==> src/rtl/vram_arbiter_pkg.sv <==
// Shared constants and read-FSM state type for the VRAM arbiter slice.
package vram_arbiter_pkg;

  localparam int unsigned VRAM_ADDR_W = 14;
  localparam int unsigned VRAM_DATA_W = 16;
  localparam int unsigned VRAM_WR_DEPTH = 4;

  // Text cells occupy 0x0000-0x1FFF, glyph rows start here.
  localparam logic [VRAM_ADDR_W-1:0] VRAM_GLYPH_BASE = 14'h2000;

  typedef enum logic [1:0] {
    RD_IDLE = 2'd0,
    RD_PEND = 2'd1,
    RD_WAIT = 2'd2,
    RD_DONE = 2'd3
  } rd_state_e;

endpackage

==> src/rtl/vram_arbiter_if.sv <==
// Display, host and RAM-side signals of the VRAM arbiter; slave = arbiter, master = clients/RAM.
interface vram_arbiter_if
  import vram_arbiter_pkg::*;
#(
  parameter int unsigned ADDR_W = VRAM_ADDR_W,
  parameter int unsigned DATA_W = VRAM_DATA_W
);

  logic              disp_rd_en;
  logic [ADDR_W-1:0] disp_addr;
  logic [DATA_W-1:0] disp_rdata;

  logic              host_wr_valid;
  logic [ADDR_W-1:0] host_wr_addr;
  logic [DATA_W-1:0] host_wr_data;
  logic              host_wr_ready;

  logic              host_rd_req;
  logic [ADDR_W-1:0] host_rd_addr;
  logic              host_rd_busy;
  logic              host_rd_valid;
  logic [DATA_W-1:0] host_rdata;

  logic [ADDR_W-1:0] mem_addr;
  logic              mem_we;
  logic [DATA_W-1:0] mem_wdata;
  logic [DATA_W-1:0] mem_rdata;

  modport slave (
    input  disp_rd_en, disp_addr, host_wr_valid, host_wr_addr, host_wr_data,
           host_rd_req, host_rd_addr, mem_rdata,
    output disp_rdata, host_wr_ready, host_rd_busy, host_rd_valid, host_rdata,
           mem_addr, mem_we, mem_wdata
  );

  modport master (
    output disp_rd_en, disp_addr, host_wr_valid, host_wr_addr, host_wr_data,
           host_rd_req, host_rd_addr, mem_rdata,
    input  disp_rdata, host_wr_ready, host_rd_busy, host_rd_valid, host_rdata,
           mem_addr, mem_we, mem_wdata
  );

endinterface

==> src/rtl/vram_arbiter_wr_fifo.sv <==
// Host write buffer: synchronous FIFO of {addr,data} words, head visible without a pop.
module vram_wr_fifo #(
  parameter int unsigned WIDTH = 30,
  parameter int unsigned DEPTH = 4
) (
  input  logic                   clk,
  input  logic                   rst,
  input  logic                   i_push,
  input  logic [WIDTH-1:0]       i_din,
  input  logic                   i_pop,
  output logic [WIDTH-1:0]       o_head,
  output logic                   o_full,
  output logic                   o_empty,
  output logic [$clog2(DEPTH):0] o_count
);

  localparam int unsigned PW = $clog2(DEPTH);
  localparam int unsigned CW = PW + 1;

  logic [WIDTH-1:0] r_mem [DEPTH];
  logic [PW-1:0]    r_wr_ptr;
  logic [PW-1:0]    r_rd_ptr;
  logic [CW-1:0]    r_count;
  logic             w_push;
  logic             w_pop;

  assign o_full  = (r_count == CW'(DEPTH));
  assign o_empty = (r_count == '0);
  assign o_count = r_count;
  assign o_head  = r_mem[r_rd_ptr];

  assign w_push = i_push && !o_full;
  assign w_pop  = i_pop && !o_empty;

  // Pointers wrap naturally since DEPTH is a power of two.
  always_ff @(posedge clk or posedge rst) begin
    if (rst) begin
      r_wr_ptr <= '0;
      r_rd_ptr <= '0;
      r_count  <= '0;
    end else begin
      if (w_push) r_wr_ptr <= r_wr_ptr + 1'b1;
      if (w_pop)  r_rd_ptr <= r_rd_ptr + 1'b1;
      case ({w_push, w_pop})
        2'b10:   r_count <= r_count + 1'b1;
        2'b01:   r_count <= r_count - 1'b1;
        default: r_count <= r_count;
      endcase
    end
  end

  always_ff @(posedge clk) begin
    if (w_push) r_mem[r_wr_ptr] <= i_din;
  end

endmodule

==> src/rtl/vram_arbiter.sv <==
// VRAM arbiter: display reads always win; buffered host writes then single host reads use idle cycles.
// Optional VRAM_ARB_STATS_EN adds saturating stall_cnt / wr_blocked_cnt outputs.
module vram_arbiter
  import vram_arbiter_pkg::*;
#(
  parameter int unsigned ADDR_W   = VRAM_ADDR_W,
  parameter int unsigned DATA_W   = VRAM_DATA_W,
  parameter int unsigned WR_DEPTH = VRAM_WR_DEPTH
) (
  input  logic           clk,
  input  logic           rst,
  vram_arbiter_if.slave  bus
`ifdef VRAM_ARB_STATS_EN
  ,
  output logic [15:0]    stall_cnt,
  output logic [15:0]    wr_blocked_cnt
`endif
);

  localparam int unsigned CNT_W = $clog2(WR_DEPTH) + 1;

  rd_state_e           r_state;
  rd_state_e           w_state_nxt;
  logic [ADDR_W-1:0]   r_rd_addr;
  logic [DATA_W-1:0]   r_rdata;

  logic [ADDR_W+DATA_W-1:0] w_head;
  logic [ADDR_W-1:0]   w_head_addr;
  logic [DATA_W-1:0]   w_head_data;
  logic                w_full;
  logic                w_empty;
  logic [CNT_W-1:0]    w_count;
  logic                w_push;
  logic                w_pop;
  logic                w_rd_issue;
  logic                w_rd_capture;
  logic                w_busy;
  logic                w_valid;

  vram_wr_fifo #(
    .WIDTH (ADDR_W + DATA_W),
    .DEPTH (WR_DEPTH)
  ) u_wr_fifo (
    .clk     (clk),
    .rst     (rst),
    .i_push  (w_push),
    .i_din   ({bus.host_wr_addr, bus.host_wr_data}),
    .i_pop   (w_pop),
    .o_head  (w_head),
    .o_full  (w_full),
    .o_empty (w_empty),
    .o_count (w_count)
  );

  assign {w_head_addr, w_head_data} = w_head;

  assign w_push            = bus.host_wr_valid && !w_full;
  assign bus.host_wr_ready = !w_full;
  assign bus.mem_wdata     = w_head_data;
  assign bus.disp_rdata    = bus.mem_rdata;
  assign bus.host_rd_busy  = w_busy;
  assign bus.host_rd_valid = w_valid;
  assign bus.host_rdata    = r_rdata;

  // Grant mux; a pending read waits behind any buffered write so host reads see prior writes.
  always_comb begin
    bus.mem_addr = bus.disp_addr;
    bus.mem_we   = 1'b0;
    w_pop        = 1'b0;
    w_rd_issue   = 1'b0;
    if (bus.disp_rd_en) begin
      bus.mem_addr = bus.disp_addr;
    end else if (!w_empty) begin
      bus.mem_addr = w_head_addr;
      bus.mem_we   = 1'b1;
      w_pop        = 1'b1;
    end else if (r_state == RD_PEND) begin
      bus.mem_addr = r_rd_addr;
      w_rd_issue   = 1'b1;
    end
  end

  always_comb begin
    w_state_nxt  = r_state;
    w_busy       = 1'b0;
    w_valid      = 1'b0;
    w_rd_capture = 1'b0;
    case (r_state)
      RD_IDLE: begin
        w_rd_capture = bus.host_rd_req;
        if (bus.host_rd_req) w_state_nxt = RD_PEND;
      end
      RD_PEND: begin
        w_busy = 1'b1;
        if (w_rd_issue) w_state_nxt = RD_WAIT;
      end
      RD_WAIT: begin
        w_busy      = 1'b1;
        w_state_nxt = RD_DONE;
      end
      RD_DONE: begin
        w_valid      = 1'b1;
        w_rd_capture = bus.host_rd_req;
        w_state_nxt  = bus.host_rd_req ? RD_PEND : RD_IDLE;
      end
      default: w_state_nxt = RD_IDLE;
    endcase
  end

  always_ff @(posedge clk or posedge rst) begin
    if (rst) begin
      r_state   <= RD_IDLE;
      r_rd_addr <= '0;
      r_rdata   <= '0;
    end else begin
      r_state <= w_state_nxt;
      if (w_rd_capture)        r_rd_addr <= bus.host_rd_addr;
      if (r_state == RD_WAIT)  r_rdata   <= bus.mem_rdata;
    end
  end

  a_fifo_count_bound: assert property (@(posedge clk) disable iff (rst) w_count <= CNT_W'(WR_DEPTH));

`ifdef VRAM_ARB_STATS_EN
  logic w_host_pending;

  assign w_host_pending = !w_empty || (r_state == RD_PEND);

  always_ff @(posedge clk or posedge rst) begin
    if (rst) begin
      stall_cnt      <= '0;
      wr_blocked_cnt <= '0;
    end else begin
      if (bus.disp_rd_en && w_host_pending && (stall_cnt != '1))
        stall_cnt <= stall_cnt + 1'b1;
      if (bus.host_wr_valid && w_full && (wr_blocked_cnt != '1))
        wr_blocked_cnt <= wr_blocked_cnt + 1'b1;
    end
  end
`endif

endmodule

==> src/flat_wrapper.sv <==
// flat-port wrapper written by rule: the top's interface ports become plain ports
module vram_arbiter_flat import vram_arbiter_pkg::*;
#(
  parameter int unsigned ADDR_W   = VRAM_ADDR_W,
  parameter int unsigned DATA_W   = VRAM_DATA_W,
  parameter int unsigned WR_DEPTH = VRAM_WR_DEPTH
)
  (clk, rst, bus_disp_rd_en, bus_disp_addr, bus_host_wr_valid, bus_host_wr_addr, bus_host_wr_data, bus_host_rd_req, bus_host_rd_addr, bus_mem_rdata, bus_disp_rdata, bus_host_wr_ready, bus_host_rd_busy, bus_host_rd_valid, bus_host_rdata, bus_mem_addr, bus_mem_we, bus_mem_wdata);
  vram_arbiter_if #(.ADDR_W(ADDR_W), .DATA_W(DATA_W)) bus_i ();
  input  logic clk;
  input  logic rst;
  input wire logic [$bits(bus_i.disp_rd_en)-1:0] bus_disp_rd_en;
  input wire logic [$bits(bus_i.disp_addr)-1:0] bus_disp_addr;
  input wire logic [$bits(bus_i.host_wr_valid)-1:0] bus_host_wr_valid;
  input wire logic [$bits(bus_i.host_wr_addr)-1:0] bus_host_wr_addr;
  input wire logic [$bits(bus_i.host_wr_data)-1:0] bus_host_wr_data;
  input wire logic [$bits(bus_i.host_rd_req)-1:0] bus_host_rd_req;
  input wire logic [$bits(bus_i.host_rd_addr)-1:0] bus_host_rd_addr;
  input wire logic [$bits(bus_i.mem_rdata)-1:0] bus_mem_rdata;
  output wire logic [$bits(bus_i.disp_rdata)-1:0] bus_disp_rdata;
  output wire logic [$bits(bus_i.host_wr_ready)-1:0] bus_host_wr_ready;
  output wire logic [$bits(bus_i.host_rd_busy)-1:0] bus_host_rd_busy;
  output wire logic [$bits(bus_i.host_rd_valid)-1:0] bus_host_rd_valid;
  output wire logic [$bits(bus_i.host_rdata)-1:0] bus_host_rdata;
  output wire logic [$bits(bus_i.mem_addr)-1:0] bus_mem_addr;
  output wire logic [$bits(bus_i.mem_we)-1:0] bus_mem_we;
  output wire logic [$bits(bus_i.mem_wdata)-1:0] bus_mem_wdata;
  assign bus_i.disp_rd_en = bus_disp_rd_en;
  assign bus_i.disp_addr = bus_disp_addr;
  assign bus_i.host_wr_valid = bus_host_wr_valid;
  assign bus_i.host_wr_addr = bus_host_wr_addr;
  assign bus_i.host_wr_data = bus_host_wr_data;
  assign bus_i.host_rd_req = bus_host_rd_req;
  assign bus_i.host_rd_addr = bus_host_rd_addr;
  assign bus_i.mem_rdata = bus_mem_rdata;
  assign bus_disp_rdata = bus_i.disp_rdata;
  assign bus_host_wr_ready = bus_i.host_wr_ready;
  assign bus_host_rd_busy = bus_i.host_rd_busy;
  assign bus_host_rd_valid = bus_i.host_rd_valid;
  assign bus_host_rdata = bus_i.host_rdata;
  assign bus_mem_addr = bus_i.mem_addr;
  assign bus_mem_we = bus_i.mem_we;
  assign bus_mem_wdata = bus_i.mem_wdata;
  vram_arbiter #(.ADDR_W(ADDR_W), .DATA_W(DATA_W), .WR_DEPTH(WR_DEPTH)) u_core (.clk(clk), .rst(rst), .bus(bus_i));
endmodule
==> config.mk <==
export PLATFORM = sky130hd
export DESIGN_NAME = vram_arbiter_flat
export DESIGN_NICKNAME = d
export VERILOG_FILES = /design/src/rtl/vram_arbiter_pkg.sv /design/src/rtl/vram_arbiter_if.sv /design/src/rtl/vram_arbiter_wr_fifo.sv /design/src/rtl/vram_arbiter.sv /design/src/flat_wrapper.sv
export SDC_FILE = /design/constraint.sdc
export NUM_CORES = 1
export LEC_CHECK = 0
export CELL_PAD_IN_SITES_DETAIL_PLACEMENT = 0
export CELL_PAD_IN_SITES_GLOBAL_PLACEMENT = 1
export CORE_ASPECT_RATIO = 1.2
export CORE_MARGIN = 4
export CORE_UTILIZATION = 42
export CTS_CLUSTER_SIZE = 20
export DETAILED_ROUTE_END_ITERATION = 8
export PLACE_DENSITY_LB_ADDON = 0.12
export SYNTH_ARGS = -nofsm -noshare
export SYNTH_HDL_FRONTEND = slang
export SYNTH_SLANG_ARGS = --single-unit
==> constraint.sdc <==
create_clock -name clk -period 2.7 [get_ports clk]
set_input_delay 0.27 -clock clk [delete_from_list [all_inputs] [get_ports clk]]
set_output_delay 0.27 -clock clk [all_outputs]
set_load 0.05 [all_outputs]
After elaboration in Yosys (flattened, before gate mapping):

Memories as Yosys holds them, arrays and structs flattened.
Cells that the tools add are included.

* logic and storage cells: 48
* bits of input ports: 79
* flip-flop bits (word level): 39
* memories: 1
* memory bits (writable): 120
* output and inout port bits: 66

* add/subtract/negate cells: 4
* reductions and logical operators: 11
* mux-type cells: 18
* equality and inequality tests: 8

Memory list
* u_core.u_wr_fifo.r_mem: words 4, width 30, read ports 1, clocked after Yosys merged registers in 0, wr ports 1, line vram_arbiter_wr_fifo.sv:20 `logic [WIDTH-1:0] r_mem [DEPTH];`

Operators by type and width (number)
* $mux 14: 3
* $mux 1: 11
* $pmux 2 s4: 1
* $eq 2x2->1 const B: 3
* $pmux 3 s2: 1
* $add 2x1->2 const B: 2
* $eq 2x1->1 const B: 2
* $mux 2: 2
* $reduce_or 2->1: 2
* $add 3x1->3 const B: 1
* $eq 3x3->1 const B: 1
* $logic_and 1x1->1: 3
* $logic_not 3->1: 1
* $sub 3x1->3 const B: 1
* $logic_not 1->1: 2
* $logic_not 2->1: 1
* $ne 2x1->1 const B: 1
* $ne 2x2->1 const B: 1
* $reduce_and 2->1: 1
* $reduce_bool 2->1: 1

Longest topological paths before layout:

Gate-level depths: netlist of run 1.

* word-level depth: 6
* depth in mapped cells: 9
* depth with buffers taken out: 9

Cells and area by module:

A second synthesis of run 1 with hierarchy kept.

* cell total of the unflattened synthesis: 350
* area total of the unflattened synthesis: 6698.9 um^2

By module, submodules not included
* vram_wr_fifo: cells each 195, area each 4802.1 um^2, times used 1, sequential area each 3778.6 um^2
* vram_arbiter: cells each 155, area each 1896.8 um^2, times used 1, sequential area each 800.8 um^2

Worst setup path before layout of run 1:

OpenSTA, ideal clock, no wires.

* path kind: reg2reg
* start: reg u_core.u_wr_fifo.r_count[0] (netlist: u_core.u_wr_fifo.o_count[0])
* end: reg u_core.u_wr_fifo.r_count[2] (netlist: u_core.u_wr_fifo.o_count[2])
* data arrival time: 2.530 ns
* path buffers: 1
* period minus slack after synthesis: 2.609 ns
* required time: 2.621 ns
* library setup time: 0.079 ns
* stages on the path, launching flop included: 10
* slack: 0.091 ns
* cell sequence: dfrtp_1 nor3_2 clkbuf_1 nor2_1 ha_1 inv_1 fa_1 xor2_1 nor2_1 xor2_1

* longest elaborated chain between the ends: 6
* elaborated cells on any way between the ends: 15
* classes of those cells: add/sub: 2; eq/ne: 3; mux: 3; reduce/logical: 7

RTL lines
* start, declared: line vram_arbiter_wr_fifo.sv:23 `logic [CW-1:0] r_count;`
* start signal, assigned: line vram_arbiter_wr_fifo.sv:45 `2'b10: r_count <= r_count + 1'b1;`
* start signal, assigned: line vram_arbiter_wr_fifo.sv:46 `2'b01: r_count <= r_count - 1'b1;`
* start signal, assigned: line vram_arbiter_wr_fifo.sv:47 `default: r_count <= r_count;`
* $logic_not 3->1 *: line vram_arbiter_wr_fifo.sv:28 `assign o_empty = (r_count == '0);`
* $mux 1 * (2 in a row)
* via bus_mem_we: line flat_wrapper.sv:26 `output wire logic [$bits(bus_i.mem_we)-1:0] bus_mem_we;`
* $logic_and 1x1->1 *: line vram_arbiter_wr_fifo.sv:33 `assign w_pop = i_pop && !o_empty;`
* $eq 2x1->1 / $eq 2x2->1 (equally long branches): line vram_arbiter_wr_fifo.sv:44 `case ({w_push, w_pop})`
* $pmux 3 s2 / $reduce_bool 2->1 (equally long branches)

Mark *: on every way through the listed nets, which the timed path passes. The rest lies on a longest branch.
A chain may end at the register's enable or synchronous reset.

Worst setup path in the final report of run 1:

* start: reg u_core.u_wr_fifo.r_rd_ptr[0]
* end: out bus_mem_addr[0]

* longest elaborated chain between the ends: 3

RTL lines
* start, declared: line vram_arbiter_wr_fifo.sv:22 `logic [PW-1:0] r_rd_ptr;`
* start signal, assigned: line vram_arbiter_wr_fifo.sv:43 `if (w_pop) r_rd_ptr <= r_rd_ptr + 1'b1;`
* $mem_v2 4x30
* $mux 14: line vram_arbiter.sv:73 `end else if (!w_empty) begin`
* $mux 14: line vram_arbiter.sv:71 `if (bus.disp_rd_en) begin`
* end, declared: line flat_wrapper.sv:25 `output wire logic [$bits(bus_i.mem_addr)-1:0] bus_mem_addr;`

No other way between the ends.

==> flow_summary.ini, run 1 <==
[outcome]
status = finished clean

[global_route]
grt_pass1_vias = 3724
grt_antenna_before_repair = 0
grt_pass1_wl_um = 20000
track_usage = 0.154
grt_max_degree = 40
grt-ovfl-total = 0

[pwr]
power.leakage_nw = 3.24
p_clk_frac = 0.208
p_int_mw = 7.17
power_frac_comb = 0.468
power_mw = 11.3
power_density_nw_per_um2 = 1260
power.switching_mw = 4.13
seq_power_share = 0.324
ir_worst_vdd_uv = 835
p_sw_frac = 0.365

[critical_path]
crit_type = flip-flop to output port
cp_max_fo = 18
cp_cell_sequence = mux4_1, or3_1, o221a_2, buf_12
slowest_delay_ps = 630
end_kind = output port
crit_family = flip-flops
worst_ep_required_time_ps = 2430
start_kind = flip-flop
critPathSlowestCell = dfrtp_4
path_buf_inv = 1
arrival_ps = 2300

[synthesis]
synth_common_cells = edfxtp_1 (120), dfrtp_1 (39), mux2_2 (32), mux4_2 (24), buf_4 (16)
ys_ff_latch = 159
ys_seq_area_frac = 0.708
ys.flop_type = edfxtp_1
netlist.area_leader.share = 0.557
ys_types = 32
ys_warn_count = 0
synth_edf_count = 120
yosys.area.top_type = edfxtp_1
synth_most_common_cell = edfxtp_1
synth_area_leaders = edfxtp_1 (56%), dfrtp_1 (15%), mux4_2 (8.4%)
synth-async-reset-ratio = 0.245
synth.avg_cell_area_sq_um = 19.5
syn_inst = 331
syn-cell-area_sq_um = 6470
synth_nets = 420

[cells_and_area]
layout.nets = 565
syn_to_final_growth_pct = 38.6
final_area_sq_um = 8960
diodes = 0
drive_above_1_share = 0.311

[sta]
hold_slack_ps = 290
rsz0062_at_grt = no
maxSlewViolCount = 0
fin_setup_tns_ps = 0
fin_crit_sh = 0.951
timing.slew.headroom = 0.486
setup_viol = 0
finalClockSkew_ps = 8.12
fmax_mhz = 390
layout_min_cycle_time_ps = 2570
worstMarginPinSlew_ps = 771
finalHoldViolations = 0

[place]
placed_area_sq_um = 8360
post-dp-hpwl_um = 8670
gp_congestion = 0.702
portBuffers = 144

[clock_network]
numCtsBuffers = 17
clock_latency_ps = 420
cts.clk_slew.worst_paths_ps = 60
root_buffer = clkbuf_16
cts_buffer_depth = 2
cts_max_level = 4
clock-sinks = 159
cts_tree = yes

[die]
die_y_um = 144
dieArea_sq_um = 17500
chipWidth_um = 121
coreArea_sq_um = 15000
initial_utilization = 0.430
io_pins = 145
rows = 49

[worst_hold_path]
hold_class = primary input to asynchronous set/reset pin

[detailed_routing]
drt-met1-wl_um = 5300
postRouteAntennaNets = 0
vias = 3475
remaining_drc_errors = 0
first_pass_iters = 4
drtIter0Drc = 157
met2_length_um = 6340
wl_per_cell_um = 18.5
viasPerCell = 5.01
highest_layer = met4
wl_met3_um = 1080
drt_wl_total_um = 12800

[job]
maxCapViolations = 0
worst register-to-register path, stage by stage (launching register included):
cell and delay, ps:
dfrtp_1 430, nor2_1 190, a21boi_1 190, inv_1 100, ha_1 180, inv_1 60
fa_1 370, xor2_1 150, nor2_1 120, xor2_1 160
cells by family after synthesis:
logic type	share of synthesized area
AO/OA/AOI/OAI	0.0331
XOR/XNOR	0.00813
adder cells (fa/ha/maj)	0.0205
buffers and inverters	0.0406
flip-flops	0.708
multiplexers	0.164
AND/OR/NAND/NOR	0.0257
placed cells by master, fill, tap and decap left out, drive strengths merged:
master,synthesis,final
buf,26,45
o41ai,1,1
mux4,30,30
edfxtp,120,120
clkdlybuf4s50,0,113
mux2,32,32
nor3b,1,1
bufinv,0,2
o221a,14,14
clkinv,0,2
nand2,3,3
nor2,3,3
inv,11,17
clkbuf,6,19
nor3,1,1
or3,14,14
a21boi,1,1
and2,4,4
o31ai,1,1
o21ai,2,2
a21o,1,1
dfrtp,39,39
xor2,4,4
ha,9,9
fa,1,1
a21oi,3,3
nor2b,1,1
nand3b,1,1
xnor2,2,2
clkinvlp,0,3
power groups by stage:
stage / Combinational (mW) / Sequential (mW) / Clock [mW]
4_1_cts: 5.37 / 3.68 / 2.41
3_3_place_gp: 5.32 / 3.69 / 0
3_5_place_dp: 5.35 / 3.73 / 0
5_1_grt: 5.58 / 3.74 / 2.54
2_1_floorplan: 2.95 / 4.03 / 0
6_report: 5.29 / 3.66 / 2.34
metal layers:
metal  vias up  global-route usage
li1       1599                   -
met1      1734               0.183
met2       135               0.262
met3         7              0.0583
met4         0              0.0478
met5         -                   0
metrics by stage:
step | util | worst slack, ps | std cells
floorplan | - | 91.0 | 331
global placement | 0.556 | 226 | 660
detailed placement | 0.556 | 152 | 660
CTS | 0.596 | 70.0 | 692
global route | 0.597 | 16.5 | 693
finish | 0.597 | 133 | 693
flip-flops by register name (all words and copies together) (netlist names):
| signal | count |
|---|---|
| u_core.u_wr_fifo.r_rd_ptr | 2 |
| u_core.r_rd_addr | 14 |
| u_core.r_state | 2 |
| u_core.bus.host_rdata | 16 |
| u_core.u_wr_fifo.r_wr_ptr | 2 |
| u_core.u_wr_fifo.o_count | 3 |
| u_core.u_wr_fifo.r_mem | 120 |
repair_timing:
action,in CTS,in global routing
cloned,0,0
pin swaps,0,1
gates resized for setup,2,1
setup buffers,0,1
hold buffers,0,0
setup endpoints to repair,14,14
layout make-up:
type | count | area, sq um
fillers | 1166 | 6060
flip-flops and latches | 159 | 4580
repair buffers | 158 | 1860
multi-input cells | 129 | 1640
clock buffers | 19 | 433
well taps | 204 | 255
clock inverters | 13 | 153
inverters | 11 | 41.3
worst paths after layout:
check                      cells after the start  slack [ps]                    startpoint                            to
setup / recovery                               4         130  u_core.u_wr_fifo.r_rd_ptr[0]               bus_mem_addr[0]
hold / removal                                 3         290                           rst          u_core.r_rd_addr[10]
setup reg to reg                               9         690   u_core.u_wr_fifo.o_count[0]   u_core.u_wr_fifo.o_count[2]
hold reg to reg                                1         500     u_core.bus.host_rdata[12]     u_core.bus.host_rdata[12]
max in group asynchronous                      3        1990                           rst  u_core.u_wr_fifo.r_rd_ptr[0]
min in group clk                               2         460           bus_host_rd_addr[9]           u_core.r_rd_addr[9]
Power figures use the tool's default switching activity.
==> run 2, diff against run 1 <==
- CORE_ASPECT_RATIO: 1.2 -> not set
- CORE_UTILIZATION: 42 -> 46
- clock period: 2.7 -> 3.3 ns (I/O delays scaled with it)
==> run 2 against run 1 <==
Compared with the run above:
- cell count decreased by 3.9%
- worst hold slack improved by 130 ps
- sequential share of layout area increased by 1.2 points
- power down 21%
- via count is 0.23% lower
- wire length shrank 3.3%
- global-route usage rose by 0.83 points
- critical path depth up 1
- count of clock-buffer cells in the layout grew 1
- clock skew decreased by 2.1 ps
- register-to-register slack better by 490 ps
- setup slack better by 120 ps
==> flow_summary.ini, run 2 (synthesis results as in run 1) <==
[die]
coreArea_sq_um = 13800
io_pins = 145
chipWidth_um = 127
rows = 43
dieArea_sq_um = 16000
initial_utilization = 0.468
die_y_um = 127

[pwr]
power_density_nw_per_um2 = 1020
power_mw = 8.93
power.leakage_nw = 3.14
ir_worst_vdd_uv = 716

[sta]
setup_viol = 0
maxSlewViolCount = 0
worstMarginPinSlew_ps = 1050
layout_min_cycle_time_ps = 3050
hold_slack_ps = 424
timing.slew.headroom = 0.299
finalClockSkew_ps = 6.01
rsz0062_at_grt = no
fin_setup_tns_ps = 0
fmax_mhz = 328
setup_ws_ps = 251
fin_crit_sh = 0.924
finalHoldViolations = 0

[outcome]
status = finished clean

[critical_path]
cp_cell_sequence = buf_4, mux4_1, or3_1, o221a_2, buf_12
critPathSlowestCell = dfrtp_2
arrival_ps = 2720
start_kind = flip-flop
path_buf_inv = 2
worst_ep_required_time_ps = 2970
slowest_delay_ps = 650
crit_type = flip-flop to output port
crit_family = flip-flops
end_kind = output port
cp_max_fo = 15

[worst_hold_path]
hold_class = primary input to asynchronous set/reset pin

[detailed_routing]
remaining_drc_errors = 0
drt_wl_total_um = 12400
first_pass_iters = 4
vias = 3467
viasPerCell = 5.21
wl_per_cell_um = 18.6
postRouteAntennaNets = 0
drtIter0Drc = 157

[cells_and_area]
seqCellArea_sq_um = 4580
syn_to_final_growth_pct = 35.4
layout.nets = 563
top_register = u_core.u_wr_fifo.r_mem
fillers = 979
largest_register_ffs = 120
diodes = 0
final_common_cell = clkdlybuf4s50_1
multiInputGateArea_sq_um = 1630
final_util = 0.633
most-common-layout-cells = clkdlybuf4s50_1 (130), edfxtp_1 (120), dfrtp_1 (38)
drive_above_1_share = 0.265

[global_route]
grt_pass1_wl_um = 19800
grt-ovfl-total = 0
grt_antenna_before_repair = 0
track_usage = 0.162
grt_pass1_vias = 3657
grt_max_degree = 32

[clock_network]
cts.clk_slew.worst_paths_ps = 60
post-cts-setup-buffer-count = 0
cts_buffer_depth = 2
post_cts_resized = 0
cts_max_level = 4
holdBufCountCts = 0
clock-sinks = 159
root_buffer = clkbuf_16
cts_tree = yes
numCtsBuffers = 17
clock_latency_ps = 410

[job]
maxCapViolations = 0

[place]
portBuffers = 144
gp_congestion = 0.724
pre_cts_ws_ps = 467
post-dp-hpwl_um = 8530
[run 2: changes by cell type in the layout (fill, tap and decap cells not counted), moves of 2 or more]
cell	change
inv_6	-6
buf_12	-15
clkinv_2	+2
buf_4	-4
clkdlybuf4s50_1	+17
[run 2: through the flow]
| stage | cells | instance area (sq um) |
|---|---|---|
| floorplan | 331 | 6470 |
| global placement | 635 | 8170 |
| detailed placement | 635 | 8170 |
| CTS | 666 | 8750 |
| global route | 666 | 8750 |
| finish | 666 | 8750 |
[run 2: path summary, 6_finish.rpt]
kind | startpoint | endpoint | slack [ps] | depth (start not counted)
worst max-delay path | u_core.u_wr_fifo.r_rd_ptr[0] | bus_mem_addr[0] | 250 | 5
worst min register to register | u_core.bus.host_rdata[11] | u_core.bus.host_rdata[11] | 500 | 1
worst min-delay path | rst | u_core.r_rd_addr[8] | 420 | 2
max in group asynchronous | rst | u_core.bus.host_rdata[4] | 2110 | 3
min in group clk | u_core.bus.host_rdata[11] | u_core.bus.host_rdata[11] | 500 | 1
worst max register to register | u_core.u_wr_fifo.o_count[0] | u_core.u_wr_fifo.r_mem[2][13] | 1180 | 4
[run 2: power by group]
part | switching (mW) | internal, mW | leakage [nW] | total, mW
clock network | 0.724 | 1.18 | 0.270 | 1.90
logic | 2.28 | 1.75 | 1.32 | 4.03
registers | 0.251 | 2.74 | 1.56 | 2.99
[run 2: area by class of cell]
type,instances,area share
Sequential cell,159,0.523
Clock inverter,11,0.0163
Inverter,11,0.00472
Clock buffer,20,0.0499
Tap cell,180,0.0257
Multi-Input combinational cell,129,0.186
Timing Repair Buffer,156,0.194
[run 2: layer usage]
layer / wire (um) / global-route usage / part of all wire
met4: 199 / 0.0681 / 0.016
met2: 5960 / 0.250 / 0.48
met3: 832 / 0.0476 / 0.067
met5: 0 / 0 / 0
met1: 5400 / 0.218 / 0.44
==> run 3, diff against run 2 <==
- CORE_MARGIN: 4 -> not set
- CTS_CLUSTER_SIZE: 20 -> not set
==> run 3 against run 2 <==
Compared with the run above:
- sequential power about the same
- maximum frequency shrank 0.30%
- sequential share of layout area up 0.25 points
- clock power shrank 6%
- cell count down 0.60%
- sequential cell count unchanged
- utilization grew 1.5 points
- die area decreased by 9.3%
- first-iteration DRC count decreased by 37%
- largest cell class unchanged
==> flow_summary.ini, run 3 (synthesis results as in run 1) <==
[global_route]
grt_max_degree = 32
grt-ovfl-total = 0
track_usage = 0.180
grt_pass1_vias = 3661
grt_pass1_wl_um = 19000
grt_antenna_before_repair = 0

[cells_and_area]
final_common_cell = clkdlybuf4s50_1
most-common-layout-cells = clkdlybuf4s50_1 (130), edfxtp_1 (120), dfrtp_1 (38)
syn_to_final_growth_pct = 34.7
drive_above_1_share = 0.253
diodes = 0
fillers = 973
largest_register_ffs = 120
top_register = u_core.u_wr_fifo.r_mem
final_area_sq_um = 8710
layout.nets = 562

[clock_network]
post-cts-setup-buffer-count = 0
clock_latency_ps = 410
post_cts_resized = 0
root_buffer = clkbuf_16
cts_max_level = 4
holdBufCountCts = 0
cts.clk_slew.worst_paths_ps = 60
cts_tree = yes
numCtsBuffers = 17
clock-sinks = 159
cts_buffer_depth = 2

[die]
io_pins = 145
rows = 42
initial_utilization = 0.481
dieArea_sq_um = 14500
chipWidth_um = 121
die_y_um = 121
coreArea_sq_um = 13500

[sta]
finalClockSkew_ps = 9.15
rsz0062_at_grt = no
layout_min_cycle_time_ps = 3060
setup_viol = 0
fin_setup_tns_ps = 0
finalHoldViolations = 0
worstMarginPinSlew_ps = 1060
fin_crit_sh = 0.927
maxSlewViolCount = 0
timing.slew.headroom = 0.294
fmax_mhz = 327

[place]
post-dp-hpwl_um = 8130
portBuffers = 144
placed_area_sq_um = 8170
gp_congestion = 0.720

[detailed_routing]
wl_per_cell_um = 18.1
first_pass_iters = 4
drtIter0Drc = 99
vias = 3440
postRouteAntennaNets = 0
viasPerCell = 5.20
remaining_drc_errors = 0
drt_wl_total_um = 12000

[critical_path]
crit_type = flip-flop to output port
cp_max_fo = 15
worst_ep_required_time_ps = 2970
arrival_ps = 2730
start_kind = flip-flop
end_kind = output port

[pwr]
power_density_nw_per_um2 = 1010
ir_worst_vdd_uv = 604
power.leakage_nw = 3.13

[outcome]
status = finished clean

[worst_hold_path]
hold_class = primary input to asynchronous set/reset pin

[job]
maxCapViolations = 0
## run 3: worst paths after layout
path	start	endpoint	slack (ps)	depth (start not counted)
max	u_core.u_wr_fifo.r_rd_ptr[0]	bus_mem_addr[0]	240	5
min	rst	u_core.bus.host_rdata[2]	150	2
max reg2reg	u_core.u_wr_fifo.o_count[1]	u_core.u_wr_fifo.r_mem[3][27]	1190	4
min reg2reg	u_core.bus.host_rdata[11]	u_core.bus.host_rdata[11]	500	1
max in group asynchronous	rst	u_core.r_rd_addr[5]	2470	3
min in group clk	u_core.bus.host_rdata[11]	u_core.bus.host_rdata[11]	500	1
## run 3: where the power goes
part	total, mW	internal [mW]	leakage, nW	switching, mW
combinational	4.03	1.76	1.31	2.27
sequential	2.99	2.74	1.56	0.253
clock	1.79	1.09	0.264	0.698
total	8.81	5.59	3.13	3.22
## run 3: critical path, cell delays in order, from the launching register on
cell and delay [ps]:
dfrtp_2 710, buf_4 330, mux4_1 620, or3_1 350, o221a_2 150, buf_12 150
## run 3: area by class of cell
cell class	count	area (sq um)	area share
clock buffer	21	440	0.0506
clock inverter	11	97.6	0.0112
inverter	11	41.3	0.00474
multi-input combinational	129	1630	0.187
sequential	159	4580	0.526
tap	176	220	0.0253
timing repair buffer	155	1700	0.195
## run 3: through the flow
stage                      util  cells  power [mW]  setup slack, ps  hold slack [ps]
after floorplan               -    331        5.72              691              429
after global placement    0.608    630        7.05              563              489
after detailed placement  0.608    630        7.11              469              495
after CTS                 0.648    662        8.92              170              135
after global routing      0.648    662        9.22             97.3              147
final                     0.648    662        8.81              242              146
## run 3: routing by layer
metal,up-vias,part of all wire,track usage
met2,95,0.49,0.290
met1,1747,0.44,0.227
li1,1588,-,-
met4,0,0.0093,0.0694
met3,10,0.058,0.0571
met5,-,0,0
